`src/rtl/spi_xfer_ctrl_if.sv`:
```
`default_nettype none
// ============================================================================
// Module   : spi_xfer_ctrl_if
// Purpose  : host command/FIFO port and byte-engine port of spi_xfer_ctrl
// Revision : 1.0
// ============================================================================
interface spi_xfer_ctrl_if #(
    parameter int DEPTH_LOG2 = 4
);
    logic                  cmd_start;
    logic                  cmd_abort;
    logic [DEPTH_LOG2:0]   cmd_len;
    logic [7:0]            cs_sel;
    logic                  tx_wr;
    logic [7:0]            tx_data;
    logic                  rx_rd;
    logic [7:0]            rx_data;
    logic                  tx_full;
    logic                  rx_empty;
    logic [DEPTH_LOG2:0]   rx_count;
    logic                  busy;
    logic                  done;
    logic                  underrun;
    logic                  overrun;
    logic                  aborted;
    logic                  spi_start;
    logic [7:0]            spi_data_in;
    logic [7:0]            spi_data_out;
    logic                  spi_new_data;
    logic                  spi_busy;
    logic [7:0]            spi_cs_n;

    // slave is the sequencer's view; master is the host plus byte engine
    modport slave (
        input  cmd_start, cmd_abort, cmd_len, cs_sel, tx_wr, tx_data, rx_rd,
               spi_data_out, spi_new_data, spi_busy,
        output rx_data, tx_full, rx_empty, rx_count, busy, done, underrun,
               overrun, aborted, spi_start, spi_data_in, spi_cs_n
    );

    modport master (
        output cmd_start, cmd_abort, cmd_len, cs_sel, tx_wr, tx_data, rx_rd,
               spi_data_out, spi_new_data, spi_busy,
        input  rx_data, tx_full, rx_empty, rx_count, busy, done, underrun,
               overrun, aborted, spi_start, spi_data_in, spi_cs_n
    );
endinterface
`default_nettype wire

```
`src/rtl/spi_xfer_ctrl.sv`:
```
`default_nettype none
// ============================================================================
// Module   : spi_xfer_ctrl
// Purpose  : multi-byte SPI transfer sequencer with TX/RX byte FIFOs
// Revision : 1.0
// ============================================================================
module spi_xfer_ctrl #(
    parameter int DEPTH_LOG2 = 4,
    parameter int CS_SETUP   = 2,
    parameter int CS_HOLD    = 2,
    parameter int CS_IDLE    = 4
) (
    input  wire logic          clk,
    input  wire logic          rst,
    spi_xfer_ctrl_if.slave     bus
);
    localparam int                  c_DEPTH     = 1 << DEPTH_LOG2;
    localparam logic [DEPTH_LOG2:0] c_FULL      = (DEPTH_LOG2+1)'(c_DEPTH);
    localparam logic [DEPTH_LOG2:0] c_ONE       = (DEPTH_LOG2+1)'(1);
    localparam logic [7:0]          c_SETUP_END = 8'(CS_SETUP - 1);
    localparam logic [7:0]          c_HOLD_END  = 8'(CS_HOLD);
    localparam logic [7:0]          c_IDLE_END  = 8'(CS_IDLE - 1);

    typedef enum logic [2:0] {
        ST_IDLE  = 3'd0,
        ST_SETUP = 3'd1,
        ST_ISSUE = 3'd2,
        ST_WAIT  = 3'd3,
        ST_HOLD  = 3'd4,
        ST_GAP   = 3'd5
    } state_t;

    state_t                  r_state;
    logic [7:0]              r_tcnt;
    logic [DEPTH_LOG2:0]     r_len;
    logic [7:0]              r_cs_sel;
    logic [7:0]              r_cs_n;
    logic                    r_busy;
    logic                    r_done;
    logic                    r_underrun;
    logic                    r_overrun;
    logic                    r_aborted;
    logic                    r_abort_pend;
    logic                    r_spi_start;
    logic [7:0]              r_spi_data_in;
    logic                    r_rx_pend;
    logic [7:0]              r_rx_pend_data;

    logic [7:0]              r_tx_mem [c_DEPTH];
    logic [DEPTH_LOG2-1:0]   r_tx_wp;
    logic [DEPTH_LOG2-1:0]   r_tx_rp;
    logic [DEPTH_LOG2:0]     r_tx_cnt;
    logic [7:0]              r_rx_mem [c_DEPTH];
    logic [DEPTH_LOG2-1:0]   r_rx_wp;
    logic [DEPTH_LOG2-1:0]   r_rx_rp;
    logic [DEPTH_LOG2:0]     r_rx_cnt;

    logic w_tx_push;
    logic w_tx_pop;
    logic w_rx_push;
    logic w_rx_pop;
    logic w_abort;

    assign w_tx_push = bus.tx_wr && (r_tx_cnt != c_FULL);
    assign w_tx_pop  = (r_state == ST_ISSUE) && !bus.spi_busy && !r_abort_pend
                       && (r_tx_cnt != '0);
    assign w_rx_push = r_rx_pend && (r_rx_cnt != c_FULL);
    assign w_rx_pop  = bus.rx_rd && (r_rx_cnt != '0);
    assign w_abort   = bus.cmd_abort && ((r_state == ST_SETUP) ||
                       (r_state == ST_ISSUE) || (r_state == ST_WAIT));

    always_ff @(posedge clk) begin
        if (!rst) begin
            r_state        <= ST_IDLE;
            r_tcnt         <= '0;
            r_len          <= '0;
            r_cs_sel       <= '0;
            r_cs_n         <= 8'hFF;
            r_busy         <= 1'b0;
            r_done         <= 1'b0;
            r_underrun     <= 1'b0;
            r_overrun      <= 1'b0;
            r_aborted      <= 1'b0;
            r_abort_pend   <= 1'b0;
            r_spi_start    <= 1'b0;
            r_spi_data_in  <= '0;
            r_rx_pend      <= 1'b0;
            r_rx_pend_data <= '0;
        end else begin
            r_spi_start <= 1'b0;
            r_done      <= 1'b0;
            r_rx_pend   <= 1'b0;
            if (w_abort) begin
                r_abort_pend <= 1'b1;
                r_aborted    <= 1'b1;
            end
            // Received bytes land in RX one cycle after spi_new_data
            if (r_rx_pend && (r_rx_cnt == c_FULL)) begin
                r_overrun <= 1'b1;
            end
            case (r_state)
                ST_IDLE: begin
                    if (bus.cmd_start) begin
                        r_underrun   <= 1'b0;
                        r_overrun    <= 1'b0;
                        r_aborted    <= 1'b0;
                        r_abort_pend <= 1'b0;
                        r_len        <= bus.cmd_len;
                        r_cs_sel     <= bus.cs_sel;
                        r_tcnt       <= '0;
                        if (bus.cmd_len == '0) begin
                            r_done <= 1'b1;
                        end else begin
                            r_state <= ST_SETUP;
                        end
                    end
                end
                ST_SETUP: begin
                    r_cs_n <= ~r_cs_sel;
                    r_busy <= 1'b1;
                    if (r_abort_pend) begin
                        r_state <= ST_HOLD;
                        r_tcnt  <= '0;
                    end else if (r_tcnt == c_SETUP_END) begin
                        r_state <= ST_ISSUE;
                    end else begin
                        r_tcnt <= r_tcnt + 8'd1;
                    end
                end
                ST_ISSUE: begin
                    if (r_abort_pend) begin
                        r_state <= ST_HOLD;
                        r_tcnt  <= '0;
                    end else if (!bus.spi_busy) begin
                        r_spi_start <= 1'b1;
                        if (r_tx_cnt != '0) begin
                            r_spi_data_in <= r_tx_mem[r_tx_rp];
                        end else begin
                            r_spi_data_in <= 8'hFF;
                            r_underrun    <= 1'b1;
                        end
                        r_state <= ST_WAIT;
                    end
                end
                ST_WAIT: begin
                    if (bus.spi_new_data) begin
                        r_rx_pend      <= 1'b1;
                        r_rx_pend_data <= bus.spi_data_out;
                        r_len          <= r_len - c_ONE;
                        if ((r_len == c_ONE) || r_abort_pend || bus.cmd_abort) begin
                            r_state <= ST_HOLD;
                            r_tcnt  <= '0;
                        end else begin
                            r_state <= ST_ISSUE;
                        end
                    end
                end
                ST_HOLD: begin
                    if (r_tcnt == c_HOLD_END) begin
                        r_cs_n  <= 8'hFF;
                        r_done  <= 1'b1;
                        r_state <= ST_GAP;
                        r_tcnt  <= '0;
                    end else begin
                        r_tcnt <= r_tcnt + 8'd1;
                    end
                end
                ST_GAP: begin
                    if (r_tcnt == c_IDLE_END) begin
                        r_busy       <= 1'b0;
                        r_abort_pend <= 1'b0;
                        r_state      <= ST_IDLE;
                    end else begin
                        r_tcnt <= r_tcnt + 8'd1;
                    end
                end
                default: r_state <= ST_IDLE;
            endcase
        end
    end

    always_ff @(posedge clk) begin
        if (w_tx_push) r_tx_mem[r_tx_wp] <= bus.tx_data;
        if (w_rx_push) r_rx_mem[r_rx_wp] <= r_rx_pend_data;
    end

    always_ff @(posedge clk) begin
        if (!rst) begin
            r_tx_wp  <= '0;
            r_tx_rp  <= '0;
            r_tx_cnt <= '0;
            r_rx_wp  <= '0;
            r_rx_rp  <= '0;
            r_rx_cnt <= '0;
        end else begin
            if (w_tx_push) r_tx_wp <= r_tx_wp + DEPTH_LOG2'(1);
            if (w_tx_pop)  r_tx_rp <= r_tx_rp + DEPTH_LOG2'(1);
            r_tx_cnt <= r_tx_cnt + (DEPTH_LOG2+1)'(w_tx_push) - (DEPTH_LOG2+1)'(w_tx_pop);
            if (w_rx_push) r_rx_wp <= r_rx_wp + DEPTH_LOG2'(1);
            if (w_rx_pop)  r_rx_rp <= r_rx_rp + DEPTH_LOG2'(1);
            r_rx_cnt <= r_rx_cnt + (DEPTH_LOG2+1)'(w_rx_push) - (DEPTH_LOG2+1)'(w_rx_pop);
        end
    end

    assign bus.rx_data     = r_rx_mem[r_rx_rp];
    assign bus.tx_full     = (r_tx_cnt == c_FULL);
    assign bus.rx_empty    = (r_rx_cnt == '0);
    assign bus.rx_count    = r_rx_cnt;
    assign bus.busy        = r_busy;
    assign bus.done        = r_done;
    assign bus.underrun    = r_underrun;
    assign bus.overrun     = r_overrun;
    assign bus.aborted     = r_aborted;
    assign bus.spi_start   = r_spi_start;
    assign bus.spi_data_in = r_spi_data_in;
    assign bus.spi_cs_n    = r_cs_n;
endmodule
`default_nettype wire

```
`src/flat_wrapper.sv`:
```
// flat-port wrapper written by rule: the top's interface ports become plain ports
module spi_xfer_ctrl_flat 
#(
    parameter int DEPTH_LOG2 = 4,
    parameter int CS_SETUP   = 2,
    parameter int CS_HOLD    = 2,
    parameter int CS_IDLE    = 4
)
  (clk, rst, bus_cmd_start, bus_cmd_abort, bus_cmd_len, bus_cs_sel, bus_tx_wr, bus_tx_data, bus_rx_rd, bus_spi_data_out, bus_spi_new_data, bus_spi_busy, bus_rx_data, bus_tx_full, bus_rx_empty, bus_rx_count, bus_busy, bus_done, bus_underrun, bus_overrun, bus_aborted, bus_spi_start, bus_spi_data_in, bus_spi_cs_n);
  spi_xfer_ctrl_if #(.DEPTH_LOG2(DEPTH_LOG2)) bus_i ();
  input  wire logic clk;
  input  wire logic rst;
  input wire logic [$bits(bus_i.cmd_start)-1:0] bus_cmd_start;
  input wire logic [$bits(bus_i.cmd_abort)-1:0] bus_cmd_abort;
  input wire logic [$bits(bus_i.cmd_len)-1:0] bus_cmd_len;
  input wire logic [$bits(bus_i.cs_sel)-1:0] bus_cs_sel;
  input wire logic [$bits(bus_i.tx_wr)-1:0] bus_tx_wr;
  input wire logic [$bits(bus_i.tx_data)-1:0] bus_tx_data;
  input wire logic [$bits(bus_i.rx_rd)-1:0] bus_rx_rd;
  input wire logic [$bits(bus_i.spi_data_out)-1:0] bus_spi_data_out;
  input wire logic [$bits(bus_i.spi_new_data)-1:0] bus_spi_new_data;
  input wire logic [$bits(bus_i.spi_busy)-1:0] bus_spi_busy;
  output wire logic [$bits(bus_i.rx_data)-1:0] bus_rx_data;
  output wire logic [$bits(bus_i.tx_full)-1:0] bus_tx_full;
  output wire logic [$bits(bus_i.rx_empty)-1:0] bus_rx_empty;
  output wire logic [$bits(bus_i.rx_count)-1:0] bus_rx_count;
  output wire logic [$bits(bus_i.busy)-1:0] bus_busy;
  output wire logic [$bits(bus_i.done)-1:0] bus_done;
  output wire logic [$bits(bus_i.underrun)-1:0] bus_underrun;
  output wire logic [$bits(bus_i.overrun)-1:0] bus_overrun;
  output wire logic [$bits(bus_i.aborted)-1:0] bus_aborted;
  output wire logic [$bits(bus_i.spi_start)-1:0] bus_spi_start;
  output wire logic [$bits(bus_i.spi_data_in)-1:0] bus_spi_data_in;
  output wire logic [$bits(bus_i.spi_cs_n)-1:0] bus_spi_cs_n;
  assign bus_i.cmd_start = bus_cmd_start;
  assign bus_i.cmd_abort = bus_cmd_abort;
  assign bus_i.cmd_len = bus_cmd_len;
  assign bus_i.cs_sel = bus_cs_sel;
  assign bus_i.tx_wr = bus_tx_wr;
  assign bus_i.tx_data = bus_tx_data;
  assign bus_i.rx_rd = bus_rx_rd;
  assign bus_i.spi_data_out = bus_spi_data_out;
  assign bus_i.spi_new_data = bus_spi_new_data;
  assign bus_i.spi_busy = bus_spi_busy;
  assign bus_rx_data = bus_i.rx_data;
  assign bus_tx_full = bus_i.tx_full;
  assign bus_rx_empty = bus_i.rx_empty;
  assign bus_rx_count = bus_i.rx_count;
  assign bus_busy = bus_i.busy;
  assign bus_done = bus_i.done;
  assign bus_underrun = bus_i.underrun;
  assign bus_overrun = bus_i.overrun;
  assign bus_aborted = bus_i.aborted;
  assign bus_spi_start = bus_i.spi_start;
  assign bus_spi_data_in = bus_i.spi_data_in;
  assign bus_spi_cs_n = bus_i.spi_cs_n;
  spi_xfer_ctrl #(.DEPTH_LOG2(DEPTH_LOG2), .CS_SETUP(CS_SETUP), .CS_HOLD(CS_HOLD), .CS_IDLE(CS_IDLE)) u_core (.clk(clk), .rst(rst), .bus(bus_i));
endmodule
```
`config.mk`:
```
export PLATFORM = sky130hd
export DESIGN_NAME = spi_xfer_ctrl_flat
export DESIGN_NICKNAME = d
export VERILOG_FILES = /design/src/rtl/spi_xfer_ctrl_if.sv /design/src/rtl/spi_xfer_ctrl.sv /design/src/flat_wrapper.sv
export SDC_FILE = /design/constraint.sdc
export NUM_CORES = 1
export LEC_CHECK = 0
export BUFFER_PORTS_ARGS = -buffer_cell sky130_fd_sc_hd__buf_2
export CORE_MARGIN = 2
export CORE_UTILIZATION = 44
export CTS_CLUSTER_SIZE = 16
export DETAILED_ROUTE_END_ITERATION = 6
export HOLD_SLACK_MARGIN = 0.03
export PLACE_DENSITY_LB_ADDON = 0.08
export RECOVER_POWER = 25
export SLEW_MARGIN = 20
export SYNTH_ARGS = -nofsm -noshare
export SYNTH_HDL_FRONTEND = slang
export SYNTH_SLANG_ARGS = --single-unit
```
`constraint.sdc`:
```
create_clock -name clk -period 4.35 [get_ports clk]
set_clock_uncertainty 0.2 [all_clocks]
set_input_delay 0.435 -clock clk [delete_from_list [all_inputs] [get_ports clk]]
set_output_delay 0.435 -clock clk [all_outputs]
set_load 0.02 [all_outputs]
```
## Yosys cells after proc, flatten, opt, wreduce, memory -nomap -nowiden

Memories as Yosys holds them, arrays and structs flattened. A register that Yosys moved wholly into a read port is not among the register bits.
Index checks and enable logic that the tools add are counted.

| storage, ports and cells | value |
|---|---|
| input port bits | 37 |
| output and inout bits | 37 |
| logic and storage cells | 157 |
| bits in registers | 82 |
| memories | 2 |
| bits in writable memories | 256 |

| operators by class | value |
|---|---|
| bitwise logic cells | 5 |
| eq/ne operators | 27 |
| muxes and demuxes | 57 |
| reductions and logical operators | 35 |
| add/subtract/negate cells | 10 |

Memories:

| name | depth | width | read ports | clocked after Yosys merged registers in | write ports | line | RTL |
|---|---|---|---|---|---|---|---|
| u_core.r_rx_mem | 16 | 8 | 1 | 1 | 1 | spi_xfer_ctrl.sv:53 | `logic [7:0] r_rx_mem [c_DEPTH];` |
| u_core.r_tx_mem | 16 | 8 | 1 | 1 | 1 | spi_xfer_ctrl.sv:49 | `logic [7:0] r_tx_mem [c_DEPTH];` |

Operators with widths:

| cell | count |
|---|---|
| $mux 8 | 10 |
| $pmux 8 s6 | 1 |
| $mux 3 | 10 |
| $mux 1 | 23 |
| $pmux 3 s6 | 1 |
| $add 4x1->4 const B | 4 |
| $eq 8x2->1 const B | 2 |
| $mux 4 | 4 |
| $ne 2x2->1 const B | 8 |
| $pmux 8 s2 | 1 |
| $reduce_and 7->1 | 2 |
| $add 5x1->5 | 2 |
| $eq 5x5->1 const B | 2 |
| $logic_not 5->1 | 2 |
| $mux 5 | 2 |
| $ne 5x5->1 const B | 2 |
| $pmux 5 s2 | 1 |
| $reduce_and 2->1 | 5 |
| $reduce_bool 5->1 | 2 |
| $sub 5x1->5 | 2 |
| $ne 3x2->1 const B | 3 |
| $add 8x1->8 const B | 1 |
| $eq 8x1->1 const B | 1 |
| $logic_and 1x1->1 | 8 |
| other kinds (17) | 35 |

## Logic depth before layout (Yosys ltp)

Gate-level depths: netlist of the first run.

| depth | value |
|---|---|
| word-level depth | 7 |
| mapped depth | 15 |
| depth with buffers taken out | 14 |

## Worst setup path after synthesis of the first run

OpenSTA, ideal clock, no wires.

| timing path | value |
|---|---|
| kind | flip-flop to flip-flop |
| start point | register u_core.r_rx_cnt[3] (netlist: u_core.bus.rx_count[3]) |
| end point | register u_core.r_rx_cnt[4] (netlist: u_core.bus.rx_count[4]) |
| required time | 4080 ps |
| library setup time | 70 ps |
| path slack | 978 ps |
| buffers on the path | 1 |
| stages on the path, launching flop included | 16 |
| arrival | 3101 ps |
| clock period less this slack | 3372 ps |
| path through | dfxtp_1 inv_1 ha_1 nor4b_1 nor2b_1 clkbuf_1 ha_1 inv_1 ha_1 inv_1 fa_1 inv_1 a21oi_1 nor2_1 or3_1 a21oi_1 |

| on the way | value |
|---|---|
| longest elaborated chain between the ends | 4 |
| elaborated cells between the ends (all ways) | 6 |
| classes of those cells | 2 x add/sub; 1 x eq/ne; 3 x reduce/logical |

RTL lines:

| element | line | RTL |
|---|---|---|
| start, declared | spi_xfer_ctrl.sv:56 | `logic [DEPTH_LOG2:0] r_rx_cnt;` |
| start signal, assigned | spi_xfer_ctrl.sv:201 | `r_rx_cnt <= r_rx_cnt + (DEPTH_LOG2+1)'(w_rx_push) - (DEPTH_LOG2+1)'(w_rx_pop);` |
| $ne 5x5->1 | spi_xfer_ctrl.sv:67 | `assign w_rx_push = r_rx_pend && (r_rx_cnt != c_FULL);` |
| $logic_and 1x1->1 | spi_xfer_ctrl.sv:67 |  |
| $add 5x1->5 | spi_xfer_ctrl.sv:201 |  |
| $sub 5x1->5 (*) | spi_xfer_ctrl.sv:201 |  |

Mark *: on every way between the ends. The rest lies on a longest branch, timed or not.
A chain may end at the register's enable or synchronous reset.

==> results of run 1 <==
## registers in the layout, indices dropped and copies added, names as in the netlist, 5 cells and up, named ones only
name / flops
u_core.r_tcnt: 8
u_core.bus.spi_data_in: 8
u_core.bus.rx_count: 5
u_core.r_rx_pend_data: 8
u_core.r_len: 5
u_core.r_cs_sel: 8
u_core.r_tx_cnt: 5
u_core.r_tx_mem: 128
u_core.bus.spi_cs_n: 8
u_core.r_rx_mem: 128
## placed cells by master, fill, tap and decap left out, types with 37 or more instances in the layout
cell / count
sky130_fd_sc_hd__mux2i_1: 37
sky130_fd_sc_hd__dfxtp_1: 88
sky130_fd_sc_hd__buf_2: 65
sky130_fd_sc_hd__mux4_2: 56
sky130_fd_sc_hd__edfxtp_1: 256
sky130_fd_sc_hd__clkbuf_16: 39
sky130_fd_sc_hd__nor2_1: 69
sky130_fd_sc_hd__a21oi_1: 37
sky130_fd_sc_hd__nand2_1: 78
sky130_fd_sc_hd__o21ai_0: 42
## area by class of cell
| type | instances | area (um^2) |
|---|---|---|
| Inverter | 27 | 103 |
| Tap cell | 402 | 503 |
| Sequential cell | 346 | 9490 |
| Clock inverter | 15 | 189 |
| Clock buffer | 54 | 1090 |
| Multi-Input combinational cell | 518 | 4170 |
| Timing Repair Buffer | 118 | 748 |
| Fill cell | 2644 | 15100 |
## kinds of logic (layout without fill, tap and decap cells)
kind of cell / after synthesis / in the layout / synth area share
XOR/XNOR: 18 / 18 / 0.0113
adder cells (fa/ha/maj): 29 / 29 / 0.0271
multiplexers: 93 / 93 / 0.117
AO/OA/AOI/OAI: 139 / 139 / 0.0608
AND/OR/NAND/NOR: 239 / 239 / 0.0825
flip-flops: 346 / 346 / 0.680
buffers and inverters: 77 / 214 / 0.0220
## power by group through the flow
| stage | Combinational [mW] | Sequential, mW | Clock [mW] |
|---|---|---|---|
| after floorplan | 1.24 | 3.95 | 0 |
| after global placement | 1.68 | 3.98 | 0 |
| after detailed placement | 1.69 | 3.98 | 0 |
| after CTS | 1.71 | 3.91 | 3.33 |
| after global routing | 1.89 | 3.94 | 3.47 |
| final | 1.69 | 3.91 | 3.26 |
## worst max-delay path, delay by kind of cell, from the launching register on
kind / cells / cell delay (ns)
DFF: 1 / 0.73
muxes: 2 / 1.03
buffers and inverters: 2 / 0.52
## routing by layer
| layer | up-vias | routed length, um | global-route usage |
|---|---|---|---|
| met5 | - | 0 | 0 |
| met4 | 0 | 537 | 0.0481 |
| met3 | 46 | 1110 | 0.0283 |
| met2 | 138 | 14300 | 0.302 |
| met1 | 3965 | 14300 | 0.259 |
| li1 | 3799 | - | - |
## metrics by stage
step / instance area (um^2) / worst slack [ns]
after global routing: 16300 / 0.741
after floorplan: 14000 / 0.978
after CTS: 16300 / 0.817
after detailed placement: 14900 / 1.14
final: 16300 / 0.912
after global placement: 14900 / 1.19
## path summary, 6_finish.rpt
check / from / to / slack [ns] / cells after the start
hold / removal: bus_spi_busy / u_core.bus.underrun$_SDFFE_PN0P_ / 0.12 / 4
setup reg to reg: u_core.r_tx_cnt[2]$_SDFF_PN0_ / u_core.r_tx_cnt[4]$_SDFF_PN0_ / 1.12 / 12
hold reg to reg: u_core.r_cs_sel[5]$_SDFFE_PN0P_ / u_core.r_cs_sel[5]$_SDFFE_PN0P_ / 0.26 / 2
setup / recovery: flip-flop / bus_rx_data[2] / 0.91 / 4
==> impl_results.rst, run 1 <==
.. list-table::
   :header-rows: 1

   * - Metric
     - Value
   * - Cell count after placement
     - 1,394
   * - Hold buffer count at CTS
     - 17
   * - Minimum hold slack
     - 0.117 ns
   * - Power per standard cell area
     - 543 nW/um^2
   * - Hold Crit Class
     - input port to flip-flop
   * - Fraction of final layout cells sized beyond drive strength 1
     - 0.200
   * - Final Instance Count excl. Fillers
     - 1,480
   * - Pleak
     - 5.37 nW
   * - Number of warning messages in the yosys log
     - 0
   * - Count of unique library cells instantiated by Yosys
     - 55
   * - Share of flip-flops with an asynchronous set or reset after synthesis
     - 0
   * - Clock buffer count from CTS
     - 38
   * - Count of vias placed by the detailed router
     - 7,948
   * - Clock slew seen by the registers of the worst setup and hold paths
     - 0.06 ns
   * - Mapped cell area
     - 14,000 um^2
   * - Upper clock frequency limit
     - 291 MHz
   * - Pin slew with the least headroom to its limit
     - 1.02 ns
   * - DP Wirelength
     - 19,100 um
   * - First-pass iteration count of the detailed router
     - 5
   * - Final core utilization
     - 0.519
   * - Worst max-slew margin expressed relative to the limit
     - 0.318
   * - Type of element capturing the critical path
     - primary output
   * - FP Rows
     - 65
   * - Switching Power
     - 2.38 mW
   * - Data required time at the worst endpoint
     - 3.71 ns
   * - Arrival time reported for the critical path endpoint
     - 2.80 ns
   * - Leading post-synthesis cells by instance count
     - sky130_fd_sc_hd__edfxtp_1, sky130_fd_sc_hd__dfxtp_1, sky130_fd_sc_hd__nand2_1, sky130_fd_sc_hd__nor2_1, sky130_fd_sc_hd__mux4_2
   * - Root Buffer Master
     - sky130_fd_sc_hd__clkbuf_16
   * - Total inserted antenna cells
     - 0
   * - Core footprint
     - 31,400 um^2
   * - Cell accounting for the most synthesized area
     - sky130_fd_sc_hd__edfxtp_1
   * - Comb pwr share
     - 0.190
   * - Remaining Overflow, GRT
     - 0
   * - Number of H-tree branching levels
     - 2
   * - Count of final hold-check violations
     - 0
   * - DRC marker count from the first detailed-route iteration
     - 572
   * - Via density per instance
     - 5.37
   * - Internal power summed over all cells
     - 6.47 mW
   * - Clock Path Buffers
     - 3
   * - Switching part of the total
     - 0.269
   * - Most repeated library cell on the critical path
     - sky130_fd_sc_hd__mux4_2
   * - Overall power consumption
     - 8.85 mW
   * - Number of enable flip-flop cells after synthesis
     - 256
   * - Mean area per synthesized cell
     - 14.8 um^2
   * - Leading register cell type out of synthesis
     - sky130_fd_sc_hd__edfxtp_1
   * - Number of input and output port buffers inserted
     - 73
   * - Synthesis-to-layout area growth
     - 16.7%
   * - Total number of nets in the final design
     - 1,115
   * - RSZ-0062 raised after global routing
     - false
   * - Max FO, Critical Path
     - 17
   * - Crit path time final
     - 3.44 ns
   * - Cells resized by post-CTS repair
     - 0
   * - Sequential cell area fraction in the yosys report
     - 0.680
   * - # Max-Cap Violations
     - 0
   * - Cells traversed along the worst timing path
     - buf_4, mux4_2, mux4_2, buf_2
   * - Global-route wire length before repair
     - 47,000 um
   * - Die footprint
     - 33,200 um^2
   * - Antenna Violating Nets Remaining
     - 0
   * - Outcome
     - complete, no violations
   * - Part of the total power dissipated in the clock network
     - 0.368
   * - Delay of the slowest cell on the worst path
     - 0.73 ns
   * - Aggregate negative setup slack
     - 0 ns
   * - Synthesized net count
     - 1,007
   * - Count of clock tree sinks
     - 346
   * - Clock tree from TritonCTS
     - built
   * - Worst voltage drop across the vdd grid
     - 0.000301 V
   * - Initial Utilization
     - 0.445
   * - Start-to-end type of the worst setup path
     - flip-flop to primary output
   * - Most area-consuming cells after synthesis
     - sky130_fd_sc_hd__edfxtp_1, sky130_fd_sc_hd__dfxtp_1, sky130_fd_sc_hd__mux4_2, sky130_fd_sc_hd__mux2i_1, sky130_fd_sc_hd__ha_1
   * - Crit path max-delay cell type
     - sky130_fd_sc_hd__dfxtp_2
   * - Crit share post-route
     - 0.790
   * - Maximum number of pins on one net before global-route repair
     - 63
   * - Setup repair bufs after CTS
     - 0
   * - Area share of the largest cell type after synthesis
     - 0.551
   * - RePlAce Congestion
     - 0.788
   * - Number of global-route vias before repair
     - 8,010
   * - Routed wire length
     - 30,200 um
   * - Type of origin of the critical path
     - flip-flop
   * - Routed WL per cell
     - 20.4 um
   * - Post-route DRC
     - 0
   * - GRT Total Usage
     - 0.184
   * - Final max-slew violation count
     - 0
   * - Die Y
     - 182 um
   * - Num ports
     - 74
   * - Sequential share of power
     - 0.442
   * - Horizontal die dimension
     - 182 um
   * - Number of failing setup endpoints in the final timing report
     - 0
   * - Number of storage elements in the synthesis netlist
     - 346
   * - Number of antenna violations at the first check in global routing
     - 0
   * - Gate count of the mapped netlist
     - 941
   * - Clock insertion delay at the later pin of the skew report
     - 0.53 ns
   * - Most repeated cell in the gate-level netlist after synthesis
     - sky130_fd_sc_hd__edfxtp_1
(Power assumes the default switching activity.)
==> run 2: changes to the inputs <==
clock period = 3 ns   (was 4.35 ns; I/O delays follow)
==> run 2 against run 1 <==
Against the previous run:
- sequential share of layout area is 1.4 points lower
- global-route usage is 0.39 points lower
- routed wire length is 1.0% lower
- core utilization is 1.3 points higher
- final cell count is 2.9% higher
- highest routed layer unchanged
==> impl_results.rst, run 2 (synthesis results as in run 1) <==
.. list-table::
   :header-rows: 1

   * - Metric
     - Value
   * - Maximum number of pins on one net before global-route repair
     - 63 (unchanged)
   * - Area taken by multi-input logic gates
     - 4220 um^2 (was 4170 um^2)
   * - Startpoint of the lowest-slack register-to-register path
     - u_core.r_tx_cnt[3]$_SDFF_PN0_ (was u_core.r_tx_cnt[2]$_SDFF_PN0_)
   * - Count of vias placed by the detailed router
     - 8,136 (was 7,948)
   * - WP buf/inv
     - 2 (unchanged)
   * - Total inserted antenna cells
     - 0 (unchanged)
   * - Clock insertion delay at the later pin of the skew report
     - 0.52 ns (was 0.53 ns)
   * - Hold Crit Class
     - input port to flip-flop (unchanged)
   * - FP Rows
     - 65 (unchanged)
   * - Initial Utilization
     - 0.445 (unchanged)
   * - Start-to-end type of the worst setup path
     - flip-flop to flip-flop (was flip-flop to primary output)
   * - Number of antenna violations at the first check in global routing
     - 0 (unchanged)
   * - Die footprint
     - 33,200 um^2 (unchanged)
   * - Via density per instance
     - 5.34 (was 5.37)
   * - Root Buffer Master
     - sky130_fd_sc_hd__clkbuf_16 (unchanged)
   * - Fraction of final layout cells sized beyond drive strength 1
     - 0.223 (was 0.200)
   * - Routed wire length
     - 29,900 um (was 30,200 um)
   * - Most common cell after layout, fill and taps aside
     - sky130_fd_sc_hd__edfxtp_1 (unchanged)
   * - Upper clock frequency limit
     - 334 MHz
   * - Type of element capturing the critical path
     - flip-flop (was primary output)
   * - Sequential share of power
     - 0.435 (was 0.442)
   * - Worst max-slew margin expressed relative to the limit
     - 0.391 (was 0.318)
   * - Die Y
     - 182 um (unchanged)
   * - Start point of the worst min-delay path
     - bus_cmd_abort (was bus_spi_busy)
   * - Horizontal die dimension
     - 182 um (unchanged)
   * - Final core utilization
     - 0.532 (was 0.519)
   * - Hold depth
     - 4 (unchanged)
   * - Internal power summed over all cells
     - 9.38 mW (was 6.47 mW)
   * - Crit share post-route
     - 0.997
   * - Final-layout fill cell count
     - 2,619 (was 2,644)
   * - Count of final hold-check violations
     - 0 (unchanged)
   * - # Max-Cap Violations
     - 0 (unchanged)
   * - Worst setup margin
     - 0.00882 ns (was 0.912 ns)
   * - Remaining Overflow, GRT
     - 0 (unchanged)
   * - Minimum hold slack
     - 0.0529 ns (was 0.117 ns)
   * - Final max-slew violation count
     - 0 (unchanged)
   * - Antenna Violating Nets Remaining
     - 0 (unchanged)
   * - Number of H-tree branching levels
     - 2 (unchanged)
   * - RePlAce Congestion
     - 0.773 (was 0.788)
   * - Clock slew seen by the registers of the worst setup and hold paths
     - 0.06 ns (about the same)
   * - Routed WL per cell
     - 19.6 um (was 20.4 um)
   * - Count of clock tree sinks
     - 346 (unchanged)
   * - Number of cell instances on the worst register-to-register path
     - 12 (unchanged)
   * - Power per standard cell area
     - 772 nW/um^2 (was 543 nW/um^2)
   * - Flop-to-flop setup slack
     - 0.009 ns (was 1.12 ns)
   * - DRC marker count from the first detailed-route iteration
     - 559 (was 572)
   * - Post-route DRC
     - 0 (unchanged)
   * - Reg2reg end
     - u_core.r_tx_cnt[4]$_SDFF_PN0_ (unchanged)
   * - Clock Path Buffers
     - 3 (unchanged)
   * - Most used cells in the layout excluding fill and tap cells
     - sky130_fd_sc_hd__edfxtp_1, sky130_fd_sc_hd__dfxtp_1, sky130_fd_sc_hd__nand2_1 (unchanged)
   * - Delay of the slowest cell on the worst path
     - 0.45 ns (was 0.73 ns)
   * - WHS Endpoint
     - u_core.bus.aborted$_SDFF_PN0_ (was u_core.bus.underrun$_SDFFE_PN0P_)
   * - RSZ-0062 raised after global routing
     - true (was false)
   * - First-pass iteration count of the detailed router
     - 5 (unchanged)
   * - Pin slew with the least headroom to its limit
     - 0.913 ns (was 1.02 ns)
   * - Worst voltage drop across the vdd grid
     - 0.000525 V (was 0.000301 V)
   * - Number of global-route vias before repair
     - 8,039 (was 8,010)
   * - Type of origin of the critical path
     - flip-flop (unchanged)
   * - Cells traversed along the worst timing path
     - inv_2, ha_2, or4b_4, and4b_2, ha_4, inv_2, ha_4, fa_2, a21oi_2, nor2_1, or3_1, a21oi_1 (was buf_4, mux4_2, mux4_2, buf_2)
   * - Crit path time final
     - 2.99 ns
   * - Switching part of the total
     - 0.273 (was 0.269)
   * - CP delay by family, top
     - simple AND/OR/NAND/NOR gates (was multiplexers)
   * - Core footprint
     - 31,400 um^2 (unchanged)
   * - Pleak
     - 5.57 nW (was 5.37 nW)
   * - Part of the total power dissipated in the clock network
     - 0.356 (was 0.368)
   * - Overall power consumption
     - 12.9 mW (was 8.85 mW)
   * - Number of failing setup endpoints in the final timing report
     - 0 (unchanged)
   * - Clock tree from TritonCTS
     - built (unchanged)
   * - Crit path max-delay cell type
     - sky130_fd_sc_hd__or4b_4 (was sky130_fd_sc_hd__dfxtp_2)
   * - Max FO, Critical Path
     - 2 (was 17)
   * - Comb pwr share
     - 0.210 (was 0.190)
   * - DP Wirelength
     - 18,600 um (was 19,100 um)
   * - Aggregate negative setup slack
     - 0 ns (unchanged)
   * - Biggest registers after layout
     - u_core.r_rx_mem x128, u_core.r_tx_mem x128 (unchanged)
   * - Total number of nets in the final design
     - 1,158 (was 1,115)
   * - Synthesis-to-layout area growth
     - 19.7% (was 16.7%)
   * - Post-Place Worst Slack
     - 0.0155 ns (was 1.14 ns)
   * - Number of input and output port buffers inserted
     - 73 (unchanged)
   * - GRT Total Usage
     - 0.181 (was 0.184)
   * - Data required time at the worst endpoint
     - 3.23 ns (was 3.71 ns)
   * - Arrival time reported for the critical path endpoint
     - 3.22 ns (was 2.80 ns)
   * - Switching Power
     - 3.52 mW (was 2.38 mW)
   * - Global-route wire length before repair
     - 46,000 um (was 47,000 um)
   * - Clock buffer count from CTS
     - 38 (unchanged)
   * - Sequential Area
     - 9490 um^2 (about the same)
   * - Num ports
     - 74 (unchanged)
   * - Outcome
     - complete, no violations (unchanged)
run 2: cell types whose count changed in the layout (fill, tap and decap cells not counted), moves of 2 or more:
cell,before,now
sky130_fd_sc_hd__bufinv_16,4,2
sky130_fd_sc_hd__buf_12,1,3
sky130_fd_sc_hd__dfxtp_1,88,86
sky130_fd_sc_hd__inv_1,26,23
sky130_fd_sc_hd__dfxtp_2,2,4
sky130_fd_sc_hd__dlygate4sd3_1,17,39
sky130_fd_sc_hd__inv_2,0,3
sky130_fd_sc_hd__ha_1,27,24
sky130_fd_sc_hd__buf_4,27,46
sky130_fd_sc_hd__ha_4,0,2
run 2: worst reg2reg max path: stages, from the launching register on:
cell                      delay (ns)
sky130_fd_sc_hd__dfxtp_2        0.33
sky130_fd_sc_hd__inv_2          0.05
sky130_fd_sc_hd__ha_2           0.16
sky130_fd_sc_hd__or4b_4         0.45
sky130_fd_sc_hd__and4b_2        0.25
sky130_fd_sc_hd__ha_4           0.27
sky130_fd_sc_hd__inv_2          0.04
sky130_fd_sc_hd__ha_4           0.16
sky130_fd_sc_hd__fa_2           0.36
sky130_fd_sc_hd__a21oi_2        0.12
sky130_fd_sc_hd__nor2_1         0.06
sky130_fd_sc_hd__or3_1          0.34
sky130_fd_sc_hd__a21oi_1        0.12
run 2: metrics by stage:
stage	instance area (um^2)	instances
after global routing	16700	1523
final	16700	1523
after CTS	16700	1521
after floorplan	14000	941
after detailed placement	15100	1413
after global placement	15100	1413
run 2: cell type report:
| class | count | area share |
|---|---|---|
| inverter | 27 | 0.00614 |
| clock inverter | 13 | 0.00764 |
| tap | 402 | 0.0301 |
| clock buffer | 56 | 0.0667 |
| timing repair buffer | 161 | 0.0689 |
| sequential | 346 | 0.568 |
| multi-input combinational | 518 | 0.252 |
run 2: how the worst max path moves through the flow:
| stage | startpoint | end | slack [ns] | depth (start not counted) |
|---|---|---|---|---|
| global placement | u_core.r_tx_cnt[3]$_SDFF_PN0_ | u_core.r_tx_cnt[4]$_SDFF_PN0_ | 0.04 | 12 |
| global route | u_core.r_tx_cnt[3]$_SDFF_PN0_ | u_core.r_tx_cnt[4]$_SDFF_PN0_ | -0.08 | 12 |
| floorplan | u_core.r_tx_cnt[3]$_SDFF_PN0_ | u_core.r_tx_cnt[4]$_SDFF_PN0_ | -0.07 | 14 |
| detailed placement | u_core.r_tx_cnt[3]$_SDFF_PN0_ | u_core.r_tx_cnt[4]$_SDFF_PN0_ | 0.02 | 12 |
| finish | u_core.r_tx_cnt[3]$_SDFF_PN0_ | u_core.r_tx_cnt[4]$_SDFF_PN0_ | 0.009 | 12 |
| CTS | u_core.r_tx_cnt[3]$_SDFF_PN0_ | u_core.r_tx_cnt[4]$_SDFF_PN0_ | 0.003 | 12 |
run 2: power groups by stage:
stage	Clock [mW]	Combinational [mW]	Sequential, mW
floorplan	0	1.85	5.73
global placement	0	2.67	5.70
detailed placement	0	2.67	5.71
CTS	4.71	2.74	5.61
global route	4.92	2.99	5.64
finish	4.59	2.70	5.61
run 2: repair_timing:
action                                  CTS  global route
hold endpoints to repair                153             0
buffers inserted                          0             2
pin swaps                                 0             2
cloned                                    0             0
hold buffers                             39             0
endpoints found under the setup margin    1             1
gates resized for setup                   1             1
run 2: per-layer routing:
metal  part of all wire  track usage
met5                  0            0
met4              0.022       0.0535
met3              0.040       0.0275
met2               0.49        0.303
met1               0.45        0.245
==> run 3: changes to the inputs <==
CORE_UTILIZATION = 55   (was 44)
MAX_ROUTING_LAYER = met4   (was unset)
==> run 3 against run 2 <==
Against the previous run:
- the flow now finishes with violations (setup timing)
- setup slack got worse by 0.017 ns
- fmax decreased by 0.55%
- via count increased by 0.64%
- global-route usage increased by 4.5 points
- critical endpoint unchanged
- design area decreased by 0.76%
- final cell count decreased by 4.5%
- register-to-register slack got worse by 0.02 ns
- hold slack improved by 0.00081 ns
- routed wire length decreased by 4.5%
- sequential share of layout area increased by 0.43 points
==> impl_results.rst, run 3 (synthesis results as in run 1) <==
.. list-table::
   :header-rows: 1

   * - Metric
     - Value
   * - Post-route DRC
     - 0 (unchanged)
   * - Most used cells in the layout excluding fill and tap cells
     - sky130_fd_sc_hd__edfxtp_1, sky130_fd_sc_hd__dfxtp_1, sky130_fd_sc_hd__nand2_1 (unchanged)
   * - Clock insertion delay at the later pin of the skew report
     - 0.52 ns (about the same)
   * - Startpoint of the lowest-slack register-to-register path
     - u_core.r_tx_cnt[3]$_SDFF_PN0_ (unchanged)
   * - Start-to-end type of the worst setup path
     - flip-flop to flip-flop (unchanged)
   * - Delay of the slowest cell on the worst path
     - 0.45 ns (about the same)
   * - Global route hottest layer
     - met2 (unchanged)
   * - Max FO, Critical Path
     - 2 (unchanged)
   * - GRT met3 Usage
     - 0.0305 (was 0.0275)
   * - Synthesis-to-layout area growth
     - 18.8% (was 19.7%)
   * - DP Wirelength
     - 18,300 um (was 18,600 um)
   * - Final max-slew violation count
     - 0 (unchanged)
   * - RSZ-0062 raised after global routing
     - true (unchanged)
   * - Worst Setup SP
     - u_core.r_tx_cnt[3]$_SDFF_PN0_ (unchanged)
   * - Crit path time final
     - 3.01 ns (was 2.99 ns)
   * - Data required time at the worst endpoint
     - 3.22 ns (was 3.23 ns)
   * - Maximum number of pins on one net before global-route repair
     - 63 (unchanged)
   * - Pin slew with the least headroom to its limit
     - 0.853 ns (was 0.913 ns)
   * - # Max-Cap Violations
     - 0 (unchanged)
   * - Final-layout fill cell count
     - 1,806 (was 2,619)
   * - Root Buffer Master
     - sky130_fd_sc_hd__clkbuf_16 (unchanged)
   * - Power per standard cell area
     - 762 nW/um^2 (was 772 nW/um^2)
   * - Global-route wire length before repair
     - 44,700 um (was 46,000 um)
   * - Clock Path Buffers
     - 3 (unchanged)
   * - Via density per instance
     - 5.63 (was 5.34)
   * - Type of element capturing the critical path
     - flip-flop (unchanged)
   * - Met1 Usage GRT
     - 0.302 (was 0.245)
   * - First-pass iteration count of the detailed router
     - 5 (unchanged)
   * - Number of input and output port buffers inserted
     - 73 (unchanged)
   * - Routed wire length
     - 28,500 um (was 29,900 um)
   * - Overall power consumption
     - 12.6 mW (was 12.9 mW)
   * - RePlAce Congestion
     - 0.808 (was 0.773)
   * - Clock buffer count from CTS
     - 36 (was 38)
   * - Number of H-tree branching levels
     - 2 (unchanged)
   * - Count of final hold-check violations
     - 0 (unchanged)
   * - Core footprint
     - 25,000 um^2 (was 31,400 um^2)
   * - Initial Utilization
     - 0.558 (was 0.445)
   * - Biggest registers after layout
     - u_core.r_rx_mem x128, u_core.r_tx_mem x128 (unchanged)
   * - Cell count after placement
     - 1,350 (was 1,413)
   * - Number of global-route vias before repair
     - 8,065 (was 8,039)
   * - Type of origin of the critical path
     - flip-flop (unchanged)
   * - Die footprint
     - 26,700 um^2 (was 33,200 um^2)
   * - Worst setup margin
     - -0.00784 ns (was 0.00882 ns)
   * - FP Rows
     - 58 (was 65)
   * - Worst voltage drop across the vdd grid
     - 0.000630 V (was 0.000525 V)
   * - Total inserted antenna cells
     - 0 (unchanged)
   * - Start point of the worst min-delay path
     - bus_spi_new_data (was bus_cmd_abort)
   * - Total number of nets in the final design
     - 1,163 (was 1,158)
   * - Hold Crit Class
     - input port to flip-flop (unchanged)
   * - Failing checks
     - setup timing
   * - Clock tree from TritonCTS
     - built (unchanged)
   * - Count of clock tree sinks
     - 346 (unchanged)
   * - Number of failing setup endpoints in the final timing report
     - 1 (was 0)
   * - Most repeated library cell on the critical path
     - sky130_fd_sc_hd__ha_4
   * - Pleak
     - 5.58 nW (was 5.57 nW)
   * - Most common cell after layout, fill and taps aside
     - sky130_fd_sc_hd__edfxtp_1 (unchanged)
   * - Crit path max-delay cell type
     - sky130_fd_sc_hd__or4b_4 (unchanged)
   * - Antenna Violating Nets Remaining
     - 0 (unchanged)
   * - Clock slew seen by the registers of the worst setup and hold paths
     - 0.06 ns (about the same)
   * - Fraction of final layout cells sized beyond drive strength 1
     - 0.232 (was 0.223)
   * - Final core utilization
     - 0.662 (was 0.532)
   * - Crit share post-route
     - 1.00 (was 0.997)
   * - GRT Total Usage
     - 0.225 (was 0.181)
   * - Outcome
     - finished with violations (was complete, no violations)
   * - Num ports
     - 74 (unchanged)
   * - Remaining Overflow, GRT
     - 0 (unchanged)
   * - DRC marker count from the first detailed-route iteration
     - 480 (was 559)
   * - Number of antenna violations at the first check in global routing
     - 0 (unchanged)
   * - Upper clock frequency limit
     - 332 MHz (was 334 MHz)
   * - Minimum hold slack
     - 0.0537 ns (was 0.0529 ns)
   * - Cells traversed along the worst timing path
     - inv_2, ha_4, or4b_4, and4b_2, ha_4, inv_2, ha_4, fa_2, a21oi_2, nor2_1, or3_1, a21oi_1 (was inv_2, ha_2, or4b_4, and4b_2, ha_4, inv_2, ha_4, fa_2, a21oi_2, nor2_1, or3_1, a21oi_1)
   * - Arrival time reported for the critical path endpoint
     - 3.23 ns (was 3.22 ns)
   * - Routed WL per cell
     - 19.6 um (about the same)
   * - Count of vias placed by the detailed router
     - 8,188 (was 8,136)
   * - Final Instance Count excl. Fillers
     - 1,454 (was 1,523)
   * - Horizontal die dimension
     - 163 um (was 182 um)
   * - Met2 demand-to-capacity share in global routing
     - 0.371 (was 0.303)
   * - Worst max-slew margin expressed relative to the limit
     - 0.431 (was 0.391)
   * - Post-Place Worst Slack
     - 0.0243 ns (was 0.0155 ns)
   * - Die Y
     - 163 um (was 182 um)
run 3: metal layers:
metal	wire, um	vias up	part of all wire
met5	0	-	0
met4	488	0	0.017
met3	1160	48	0.041
met2	14400	181	0.51
met1	12400	4073	0.44
li1	-	3886	-
run 3: path summary, 6_finish.rpt:
path,endpoint,slack (ns),cells past startpoint
min reg2reg,u_core.r_cs_sel[4]$_SDFFE_PN0P_,0.26,2
min,u_core.r_rx_pend_data[7]$_SDFFE_PN0P_,0.05,5
max reg2reg,u_core.r_tx_cnt[4]$_SDFF_PN0_,-0.008,12
max,u_core.r_tx_cnt[4]$_SDFF_PN0_,-0.008,12
run 3: final cells by class:
class / instances / area, um^2 / share of cell area
Sequential cell: 346 / 9490 / 0.572
Multi-Input combinational cell: 518 / 4230 / 0.255
Timing Repair Buffer: 168 / 1180 / 0.0714
Clock buffer: 44 / 971 / 0.0585
Tap cell: 330 / 413 / 0.0249
Clock inverter: 21 / 193 / 0.0116
Inverter: 27 / 103 / 0.00619
run 3: per-stage QoR:
stage / area, um^2 / TNS (ns)
3_3_place_gp: 15000 / 0
6_report: 16600 / -0.00784
4_1_cts: 16600 / 0
2_1_floorplan: 14000 / -0.110
3_5_place_dp: 15000 / 0
5_1_grt: 16600 / -0.106
run 3: repair_timing:
item,in CTS,in global routing
gates resized for setup,0,3
endpoints found under the hold margin,152,0
buffers inserted,0,3
setup endpoints to repair,0,1
hold buffers,36,0
run 3: worst max-delay path, delay by kind of cell (launching register included):
family	cells	cell delay (ns)
simple gates	4	1.09
fa+ha+maj	4	0.92
flops	1	0.32
compound gates	2	0.28
buf+inv	2	0.11
run 3: report_power, final:
part / total (mW) / switching (mW) / internal [mW] / leakage (nW)
logic: 2.72 / 1.48 / 1.24 / 2.00
clock network: 4.32 / 1.81 / 2.51 / 0.573
registers: 5.60 / 0.202 / 5.40 / 3.01
